===== src/rtl/pipeline_rr_arbiter_pkg.sv =====
// Shared types and defaults for the pipeline round-robin arbiter.
// Holds the flush-sequencer state enum, default parameter values and
// the width helper used for tags and small counters.
package pipe_arb_pkg;

   localparam int unsigned DEF_N_REQ  = 4;
   localparam int unsigned DEF_DATA_W = 32;
   localparam int unsigned DEF_TAG_W  = 2;
   localparam int unsigned DEF_DEPTH  = 4;

   // FLUSH is only entered from / left to a state differing in both bits
   // or only bit 0, so a decode of FLUSH never glitches.
   typedef enum logic [1:0] {
      RUN   = 2'b00,
      FLUSH = 2'b01,
      DRAIN = 2'b10
   } arb_state_e;

   // Bits needed to index n items (at least 1).
   function automatic int unsigned tag_width(input int unsigned n);
      return (n <= 1) ? 1 : $clog2(n);
   endfunction

endpackage


===== src/rtl/pipeline_rr_arbiter_if.sv =====
// Requester/pipeline bundle of the round-robin arbiter.
// slave : arbiter side (takes requests, drives pipeline stage 0)
// master: environment side (requesters and pipeline stage 0)
// Signals: req_valid/req_data/req_ready (requesters), flush_req/
// flush_busy/flush_done (flush control), pipe_data/pipe_tag/pipe_valid/
// pipe_flush/pipe_stall (pipeline stage 0).
interface pipeline_rr_arbiter_if
   import pipe_arb_pkg::*;
#(
   parameter int unsigned N_REQ  = DEF_N_REQ,
   parameter int unsigned DATA_W = DEF_DATA_W,
   parameter int unsigned TAG_W  = DEF_TAG_W
);
   logic [N_REQ-1:0]        req_valid;
   logic [N_REQ*DATA_W-1:0] req_data;
   logic [N_REQ-1:0]        req_ready;
   logic                    flush_req;
   logic                    flush_busy;
   logic                    flush_done;
   logic [DATA_W-1:0]       pipe_data;
   logic [TAG_W-1:0]        pipe_tag;
   logic                    pipe_valid;
   logic                    pipe_flush;
   logic                    pipe_stall;

   modport slave (
      input  req_valid, req_data, flush_req, pipe_stall,
      output req_ready, flush_busy, flush_done,
             pipe_data, pipe_tag, pipe_valid, pipe_flush
   );

   modport master (
      output req_valid, req_data, flush_req, pipe_stall,
      input  req_ready, flush_busy, flush_done,
             pipe_data, pipe_tag, pipe_valid, pipe_flush
   );
endinterface


===== src/rtl/pipeline_rr_arbiter_rr_priority_picker.sv =====
// Combinational round-robin picker: first set bit of i_req searching
// upward from i_ptr with wrap-around.
// Ports: i_req (request vector), i_ptr (search start, < N_REQ),
// o_grant_c (one-hot), o_idx_c (encoded winner), o_any_c (any request).
module rr_priority_picker #(
   parameter int unsigned N_REQ = 4,
   parameter int unsigned TAG_W = 2
) (
   input  logic [N_REQ-1:0] i_req,
   input  logic [TAG_W-1:0] i_ptr,
   output logic [N_REQ-1:0] o_grant_c,
   output logic [TAG_W-1:0] o_idx_c,
   output logic             o_any_c
);
   logic [N_REQ-1:0] w_rot;

   // Rotate so that bit 0 corresponds to the requester at i_ptr.
   assign w_rot = N_REQ'({i_req, i_req} >> i_ptr);

   always_comb begin : pick
      int unsigned w_pos;
      o_grant_c = '0;
      o_idx_c   = '0;
      o_any_c   = 1'b0;
      w_pos     = 0;
      for (int unsigned k = 0; k < N_REQ; k++) begin
         if (!o_any_c && w_rot[k]) begin
            w_pos = 32'(i_ptr) + k;
            if (w_pos >= N_REQ) w_pos = w_pos - N_REQ;
            o_any_c   = 1'b1;
            o_idx_c   = TAG_W'(w_pos);
            o_grant_c = N_REQ'(1) << w_pos;
         end
      end
   end
endmodule


===== src/rtl/pipeline_rr_arbiter.sv =====
// Round-robin arbiter sharing pipeline stage 0 among N_REQ requesters,
// with a single registered output slot, source tagging, stall handling
// and a flush sequencer (FLUSH for one cycle, then DRAIN for DEPTH cycles).
// Ports: clk, reset (async, active-high), bus (slave side of
// pipeline_rr_arbiter_if carrying requests, pipeline and flush signals).
module pipeline_rr_arbiter
   import pipe_arb_pkg::*;
#(
   parameter int unsigned N_REQ  = DEF_N_REQ,
   parameter int unsigned DATA_W = DEF_DATA_W,
   parameter int unsigned TAG_W  = DEF_TAG_W,
   parameter int unsigned DEPTH  = DEF_DEPTH
) (
   input logic                  clk,
   input logic                  reset,
   pipeline_rr_arbiter_if.slave bus
);
   localparam int unsigned      CNT_W    = tag_width(DEPTH);
   localparam logic [CNT_W-1:0] CNT_LAST = CNT_W'(DEPTH - 1);
   localparam logic [TAG_W-1:0] TAG_LAST = TAG_W'(N_REQ - 1);

   arb_state_e        r_state;
   arb_state_e        w_next_state;
   logic              r_out_v;
   logic [DATA_W-1:0] r_out_data;
   logic [TAG_W-1:0]  r_out_tag;
   logic [TAG_W-1:0]  r_rr_ptr;
   logic [CNT_W-1:0]  r_drain_cnt;

   logic              w_pipe_valid;
   logic              w_can_load;
   logic              w_last_drain;
   logic              w_pipe_flush;
   logic              w_flush_busy;
   logic              w_flush_done;
   logic              w_any;
   logic              w_grant_v;
   logic [N_REQ-1:0]  w_grant;
   logic [TAG_W-1:0]  w_idx;
   logic [DATA_W-1:0] w_sel_data;

   rr_priority_picker #(
      .N_REQ (N_REQ),
      .TAG_W (TAG_W)
   ) u_picker (
      .i_req     (bus.req_valid),
      .i_ptr     (r_rr_ptr),
      .o_grant_c (w_grant),
      .o_idx_c   (w_idx),
      .o_any_c   (w_any)
   );

   // Slot is only offered downstream in RUN and when stage 0 has room.
   assign w_pipe_valid = r_out_v && !bus.pipe_stall && (r_state == RUN);
   assign w_last_drain = (r_drain_cnt == CNT_LAST);
   // Reset gates the grant so no ready is shown while reset is held.
   assign w_grant_v    = w_can_load && w_any && !reset;

   // State register.
   always_ff @(posedge clk or posedge reset) begin
      if (reset) r_state <= RUN;
      else       r_state <= w_next_state;
   end

   // Next-state logic.
   always_comb begin
      w_next_state = r_state;
      unique case (r_state)
         RUN:     if (bus.flush_req) w_next_state = FLUSH;
         FLUSH:   w_next_state = DRAIN;
         DRAIN: begin
            if (bus.flush_req)      w_next_state = FLUSH;
            else if (w_last_drain)  w_next_state = RUN;
         end
         default: w_next_state = RUN;
      endcase
   end

   // State-decoded outputs; a re-flush in the last DRAIN cycle suppresses done.
   always_comb begin
      w_can_load   = 1'b0;
      w_pipe_flush = 1'b0;
      w_flush_busy = 1'b0;
      w_flush_done = 1'b0;
      unique case (r_state)
         RUN:   w_can_load = !bus.flush_req && (!r_out_v || w_pipe_valid);
         FLUSH: begin
            w_pipe_flush = 1'b1;
            w_flush_busy = 1'b1;
         end
         DRAIN: begin
            w_flush_busy = 1'b1;
            w_flush_done = w_last_drain && !bus.flush_req;
         end
         default: ;
      endcase
   end

   // Payload of the granted requester.
   always_comb begin
      w_sel_data = '0;
      for (int unsigned k = 0; k < N_REQ; k++) begin
         if (w_grant[k]) w_sel_data = bus.req_data[k*DATA_W +: DATA_W];
      end
   end

   // Output slot, round-robin pointer and drain counter.
   always_ff @(posedge clk or posedge reset) begin
      if (reset) begin
         r_out_v     <= 1'b0;
         r_out_data  <= '0;
         r_out_tag   <= '0;
         r_rr_ptr    <= '0;
         r_drain_cnt <= '0;
      end else begin
         if (r_state == FLUSH) begin
            r_out_v    <= 1'b0;
            r_out_data <= '0;
            r_out_tag  <= '0;
         end else if (w_grant_v) begin
            r_out_v    <= 1'b1;
            r_out_data <= w_sel_data;
            r_out_tag  <= w_idx;
            r_rr_ptr   <= (w_idx == TAG_LAST) ? '0 : w_idx + TAG_W'(1);
         end else if (w_pipe_valid) begin
            r_out_v    <= 1'b0;
         end

         if (r_state == FLUSH)
            r_drain_cnt <= '0;
         else if (r_state == DRAIN)
            r_drain_cnt <= w_last_drain ? '0 : r_drain_cnt + CNT_W'(1);
      end
   end

   assign bus.req_ready  = w_grant_v ? w_grant : '0;
   assign bus.pipe_valid = w_pipe_valid;
   assign bus.pipe_data  = r_out_data;
   assign bus.pipe_tag   = r_out_tag;
   assign bus.pipe_flush = w_pipe_flush;
   assign bus.flush_busy = w_flush_busy;
   assign bus.flush_done = w_flush_done;
endmodule


===== src/flat_wrapper.sv =====
// flat-port wrapper written by rule: the top's interface ports become plain ports
module pipeline_rr_arbiter_flat import pipe_arb_pkg::*;
#(
   parameter int unsigned N_REQ  = DEF_N_REQ,
   parameter int unsigned DATA_W = DEF_DATA_W,
   parameter int unsigned TAG_W  = DEF_TAG_W,
   parameter int unsigned DEPTH  = DEF_DEPTH
)
  (clk, reset, bus_req_valid, bus_req_data, bus_flush_req, bus_pipe_stall, bus_req_ready, bus_flush_busy, bus_flush_done, bus_pipe_data, bus_pipe_tag, bus_pipe_valid, bus_pipe_flush);
  pipeline_rr_arbiter_if #(.N_REQ(N_REQ), .DATA_W(DATA_W), .TAG_W(TAG_W)) bus_i ();
  input logic clk;
  input logic reset;
  input wire logic [$bits(bus_i.req_valid)-1:0] bus_req_valid;
  input wire logic [$bits(bus_i.req_data)-1:0] bus_req_data;
  input wire logic [$bits(bus_i.flush_req)-1:0] bus_flush_req;
  input wire logic [$bits(bus_i.pipe_stall)-1:0] bus_pipe_stall;
  output wire logic [$bits(bus_i.req_ready)-1:0] bus_req_ready;
  output wire logic [$bits(bus_i.flush_busy)-1:0] bus_flush_busy;
  output wire logic [$bits(bus_i.flush_done)-1:0] bus_flush_done;
  output wire logic [$bits(bus_i.pipe_data)-1:0] bus_pipe_data;
  output wire logic [$bits(bus_i.pipe_tag)-1:0] bus_pipe_tag;
  output wire logic [$bits(bus_i.pipe_valid)-1:0] bus_pipe_valid;
  output wire logic [$bits(bus_i.pipe_flush)-1:0] bus_pipe_flush;
  assign bus_i.req_valid = bus_req_valid;
  assign bus_i.req_data = bus_req_data;
  assign bus_i.flush_req = bus_flush_req;
  assign bus_i.pipe_stall = bus_pipe_stall;
  assign bus_req_ready = bus_i.req_ready;
  assign bus_flush_busy = bus_i.flush_busy;
  assign bus_flush_done = bus_i.flush_done;
  assign bus_pipe_data = bus_i.pipe_data;
  assign bus_pipe_tag = bus_i.pipe_tag;
  assign bus_pipe_valid = bus_i.pipe_valid;
  assign bus_pipe_flush = bus_i.pipe_flush;
  pipeline_rr_arbiter #(.N_REQ(N_REQ), .DATA_W(DATA_W), .TAG_W(TAG_W), .DEPTH(DEPTH)) u_core (.clk(clk), .reset(reset), .bus(bus_i));
endmodule

===== config.mk =====
export PLATFORM = sky130hd
export DESIGN_NAME = pipeline_rr_arbiter_flat
export DESIGN_NICKNAME = d
export VERILOG_FILES = /design/src/rtl/pipeline_rr_arbiter_pkg.sv /design/src/rtl/pipeline_rr_arbiter_if.sv /design/src/rtl/pipeline_rr_arbiter_rr_priority_picker.sv /design/src/rtl/pipeline_rr_arbiter.sv /design/src/flat_wrapper.sv
export SDC_FILE = /design/constraint.sdc
export NUM_CORES = 1
export LEC_CHECK = 0
export BUFFER_PORTS_ARGS = -buffer_cell sky130_fd_sc_hd__buf_4
export CORE_MARGIN = 5
export CORE_UTILIZATION = 46
export CTS_CLUSTER_SIZE = 12
export DETAILED_ROUTE_END_ITERATION = 7
export HOLD_SLACK_MARGIN = 0.15
export PLACE_DENSITY = 0.74
export SLEW_MARGIN = 40
export SYNTH_ARGS = -nofsm -noshare
export SYNTH_HDL_FRONTEND = slang
export SYNTH_SLANG_ARGS = --single-unit

===== constraint.sdc =====
create_clock -name clk -period 2.7 [get_ports clk]
set_input_delay 0 -clock clk [delete_from_list [all_inputs] [get_ports clk]]
set_output_delay 0 -clock clk [all_outputs]
set_load 0.005 [all_outputs]

==> flow_metrics.env <==
export IMPL_synthCells=527
export IMPL_core_sq_mm=0.00872
export IMPL_post_drt_via_cell_ratio=6.03
export IMPL_fmax_mhz=370
export IMPL_crit_end="bus_req_ready[3]"
export IMPL_die_area_sq_mm=0.0109
export IMPL_rrSetupSlack_ns=0.08
export IMPL_clkLatencyLatePin_ns=0.31
export IMPL_cts_tree="built"
export IMPL_ys_warn_count=0
export IMPL_arrival_ns=2.71
export IMPL_finalCritPeriodShare_pct=100
export IMPL_root_buffer="clkbuf_8"
export IMPL_gr_total_overflow=0
export IMPL_drive_above_1_share_pct=35.9
export IMPL_grt_max_degree=44
export IMPL_rr_endpoint="u_core.bus.pipe_data[3]"
export IMPL_io_pins=178
export IMPL_violations="setup timing"
export IMPL_path_max_fanout=43
export IMPL_power_frac_comb_pct=77.3
export IMPL_r2r_start="u_core.r_rr_ptr[1]"
export IMPL_setup_viol=1
export IMPL_die_w_um=105
export IMPL_htree_levels=2
export IMPL_setup_worst_path_start="u_core.r_rr_ptr[1]"
export IMPL_first_pass_iters=5
export IMPL_p_leak_uw=0.00322
export IMPL_ys_types=51
export IMPL_syn_area_per_cell_sq_um=7.80
export IMPL_clkTransAtPathRegs_ns=0.09
export IMPL_switching_power_uw=3400
export IMPL_maxCapViolCount=0
export IMPL_period_needed_ns=2.71
export IMPL_seq_area_sq_mm=0.00103
export IMPL_switching_share_pct=48.9
export IMPL_vias=5261
export IMPL_syn_cell_area_sq_mm=0.00411
export IMPL_synth_top_flop_cell="dfrtp_1"
export IMPL_grt_antenna_before_repair=0
export IMPL_clock_sinks=41
export IMPL_final_nets=911
export IMPL_routedWlPerCell_um=19.1
export IMPL_initial_core_util_pct=47.1
export IMPL_p_per_area_mw_per_mm2=1060
export IMPL_hold_class="input pin to flip-flop"
export IMPL_antenna_left=0
export IMPL_fin_worst_skew_ns=0.00487
export IMPL_synthArstFlopShare_pct=100
export IMPL_grt_pass1_wl_um=27000
export IMPL_grt_setup_unrepaired="true"
export IMPL_dpl_cell_area_sq_mm=0.00574
export IMPL_hold_viol=0
export IMPL_required_ns=2.70
export IMPL_synth_nets=675
export IMPL_portBuffers=177
export IMPL_yosysSeqAreaShare_pct=25.0
export IMPL_end_kind="output port"
export IMPL_first_global_vias=5404
export IMPL_clockPowerShare_pct=7.8
export IMPL_wl_um=16700
export IMPL_synth_seq_cells=41
export IMPL_vdd_drop_max_mv=0.699
export IMPL_drt_iter0_drc=405
export IMPL_seq_power_share_pct=14.9
export IMPL_globalplace_congestion=0.938
export IMPL_cp_start_kind="flip-flop"
export IMPL_drc_errors=0
export IMPL_crit_type="flip-flop to output port"
export IMPL_fillCellCount=633
export IMPL_fin_ws_ns=-0.00580
export IMPL_fp_row_count=34
export IMPL_cts_max_path_buffers=2
export IMPL_grt_util_all_layers_pct=29.7
export IMPL_cts_made_buffers=5
export IMPL_synth_enable_flop_cells=0
export IMPL_tightest_slew_ns=0.543
export IMPL_status="finished, violations left"
export IMPL_dp_hpwl_um=11300
export IMPL_final_cell_area_sq_mm=0.00656
export IMPL_finalMaxSlewViolations=0
export IMPL_syn_to_final_growth_pct=59.6
export IMPL_die_y_um=105
export IMPL_setup_tns_final_ns=-0.00580
export IMPL_slew_headroom_pct=63.8
export IMPL_diodes=0
export IMPL_reg2reg_depth=8
export IMPL_multiInputGateArea_sq_mm=0.00247
export IMPL_intPower_uw=3550
==> how the worst min path moves through the flow <==
stage,depth (start not counted),slack [ns],from,to
after global routing,5,0.17,bus_req_data[124],u_core.bus.pipe_data[28]
after floorplan,1,0.03,bus_pipe_stall,bus_pipe_valid
after detailed placement,2,0.11,reset,u_core.r_out_v
after CTS,5,0.15,bus_req_data[124],u_core.bus.pipe_data[28]
after global placement,2,0.22,bus_flush_req,u_core.r_state[0]
final,5,0.15,bus_req_data[124],u_core.bus.pipe_data[28]
==> kinds of logic (layout without fill, tap and decap cells) <==
group / Yosys count / in the layout / share of synthesized area [%]
buf+inv: 167 / 404 / 16.6
simple gates: 74 / 74 / 8.52
fa+ha+maj: 12 / 12 / 3.65
compound gates: 227 / 227 / 44.6
xor+xnor: 1 / 1 / 0.213
mux: 5 / 5 / 1.52
flops: 41 / 41 / 25.0
==> area by class of cell <==
class | count | area share [%]
inverters | 111 | 6.45
multi-input cells | 319 | 37.6
clock inverters | 1 | 0.458
repair buffers | 285 | 36.5
well taps | 108 | 2.06
clock buffers | 7 | 1.32
flip-flops and latches | 41 | 15.7
==> power groups by stage <==
stage	sequential, uW	clock [uW]	combinational (uW)
6_report	1040	541	5370
2_1_floorplan	1010	0	3350
3_3_place_gp	1020	0	5050
5_1_grt	1060	578	5800
3_5_place_dp	1030	0	5160
4_1_cts	1020	541	5250
==> worst max-delay path, stage by stage (launching register included) <==
cell	delay, ns
dfrtp_2	0.48
or3b_1	0.44
a2111oi_4	0.39
buf_4	0.19
o21a_1	0.12
or3_2	0.17
buf_12	0.24
nor2b_1	0.19
buf_4	0.13
==> placed cells by master, fill, tap and decap left out, types with 6 or more instances in the layout <==
cell type / Yosys / layout
inv_1: 111 / 109
o311ai_1: 20 / 22
o31ai_1: 35 / 34
clkbuf_8: 0 / 6
nor2_1: 13 / 12
a31oi_1: 66 / 65
ha_1: 12 / 12
a2111oi_2: 29 / 30
o311ai_0: 12 / 10
dfrtp_1: 41 / 39
buf_12: 0 / 7
o21ai_1: 31 / 30
buf_4: 2 / 212
nand2_1: 37 / 37
o21ai_0: 6 / 6
dlygate4sd3_1: 0 / 66
==> cells in the mapped netlist (all sizes together) (2+ instances only) <==
| master | n | share of area (%) |
|---|---|---|
| ha | 12 | 3.7 |
| inv | 111 | 10 |
| nor3b | 3 | 0.55 |
| nor2 | 13 | 1.2 |
| o311ai | 32 | 6.8 |
| a31oi | 66 | 10 |
| o21bai | 2 | 0.37 |
| clkbuf | 39 | 3.7 |
| a21oi | 4 | 0.49 |
| o21a | 2 | 0.37 |
| dfrtp | 41 | 25 |
| and2 | 2 | 0.30 |
| nand3b | 2 | 0.37 |
| a211o | 2 | 0.43 |
| mux2i | 4 | 0.97 |
| o31a | 3 | 0.64 |
| a2111oi | 33 | 12 |
| and3 | 2 | 0.30 |
| buf | 17 | 2.8 |
| nor2b | 2 | 0.30 |
| nand3 | 4 | 0.49 |
| a211oi | 4 | 0.97 |
| nand2 | 37 | 3.4 |
| o31ai | 35 | 6.4 |
| o21ai | 38 | 4.7 |
==> metrics by stage <==
step | instances | total power (uW) | worst slack [ns] | hold WS [ns] | util [%]
5_1_grt | 872 | 7440 | -0.0590 | 0.172 | 75.2
6_report | 872 | 6950 | -0.00580 | 0.155 | 75.2
2_1_floorplan | 527 | 4360 | 0.210 | 0.0311 | -
4_1_cts | 869 | 6810 | 0.0478 | 0.151 | 74.8
3_5_place_dp | 795 | 6190 | 0.00892 | 0.106 | 65.9
3_3_place_gp | 795 | 6080 | 0.0960 | 0.221 | 65.8
==> sequential cells by signal, summed over array words and instances, names as in the netlist <==
register	flops
u_core.r_rr_ptr	2
u_core.bus.pipe_data	32
u_core.r_state	2
u_core.bus.pipe_tag	2
u_core.r_drain_cnt	2
u_core.r_out_v	1
==> what timing repair did <==
action / 4_1_cts / 5_1_grt
setup endpoints to repair: 2 / 7
gates resized for setup: 2 / 7
hold buffers: 66 / 0
buffers inserted: 0 / 3
hold endpoints to repair: 76 / 0
pin swaps: 1 / 0
==> metal layers <==
metal / track usage (%) / wire length (um) / vias to the layer above / share of wire, %
met5: 0 / 0 / - / 0
met4: 12.8 / 564 / 0 / 3.4
met3: 6.78 / 1360 / 54 / 8.2
met2: 50.8 / 8300 / 286 / 50
met1: 35.8 / 6440 / 2514 / 39
li1: - / - / 2407 / -
(Power assumes the default switching activity.)
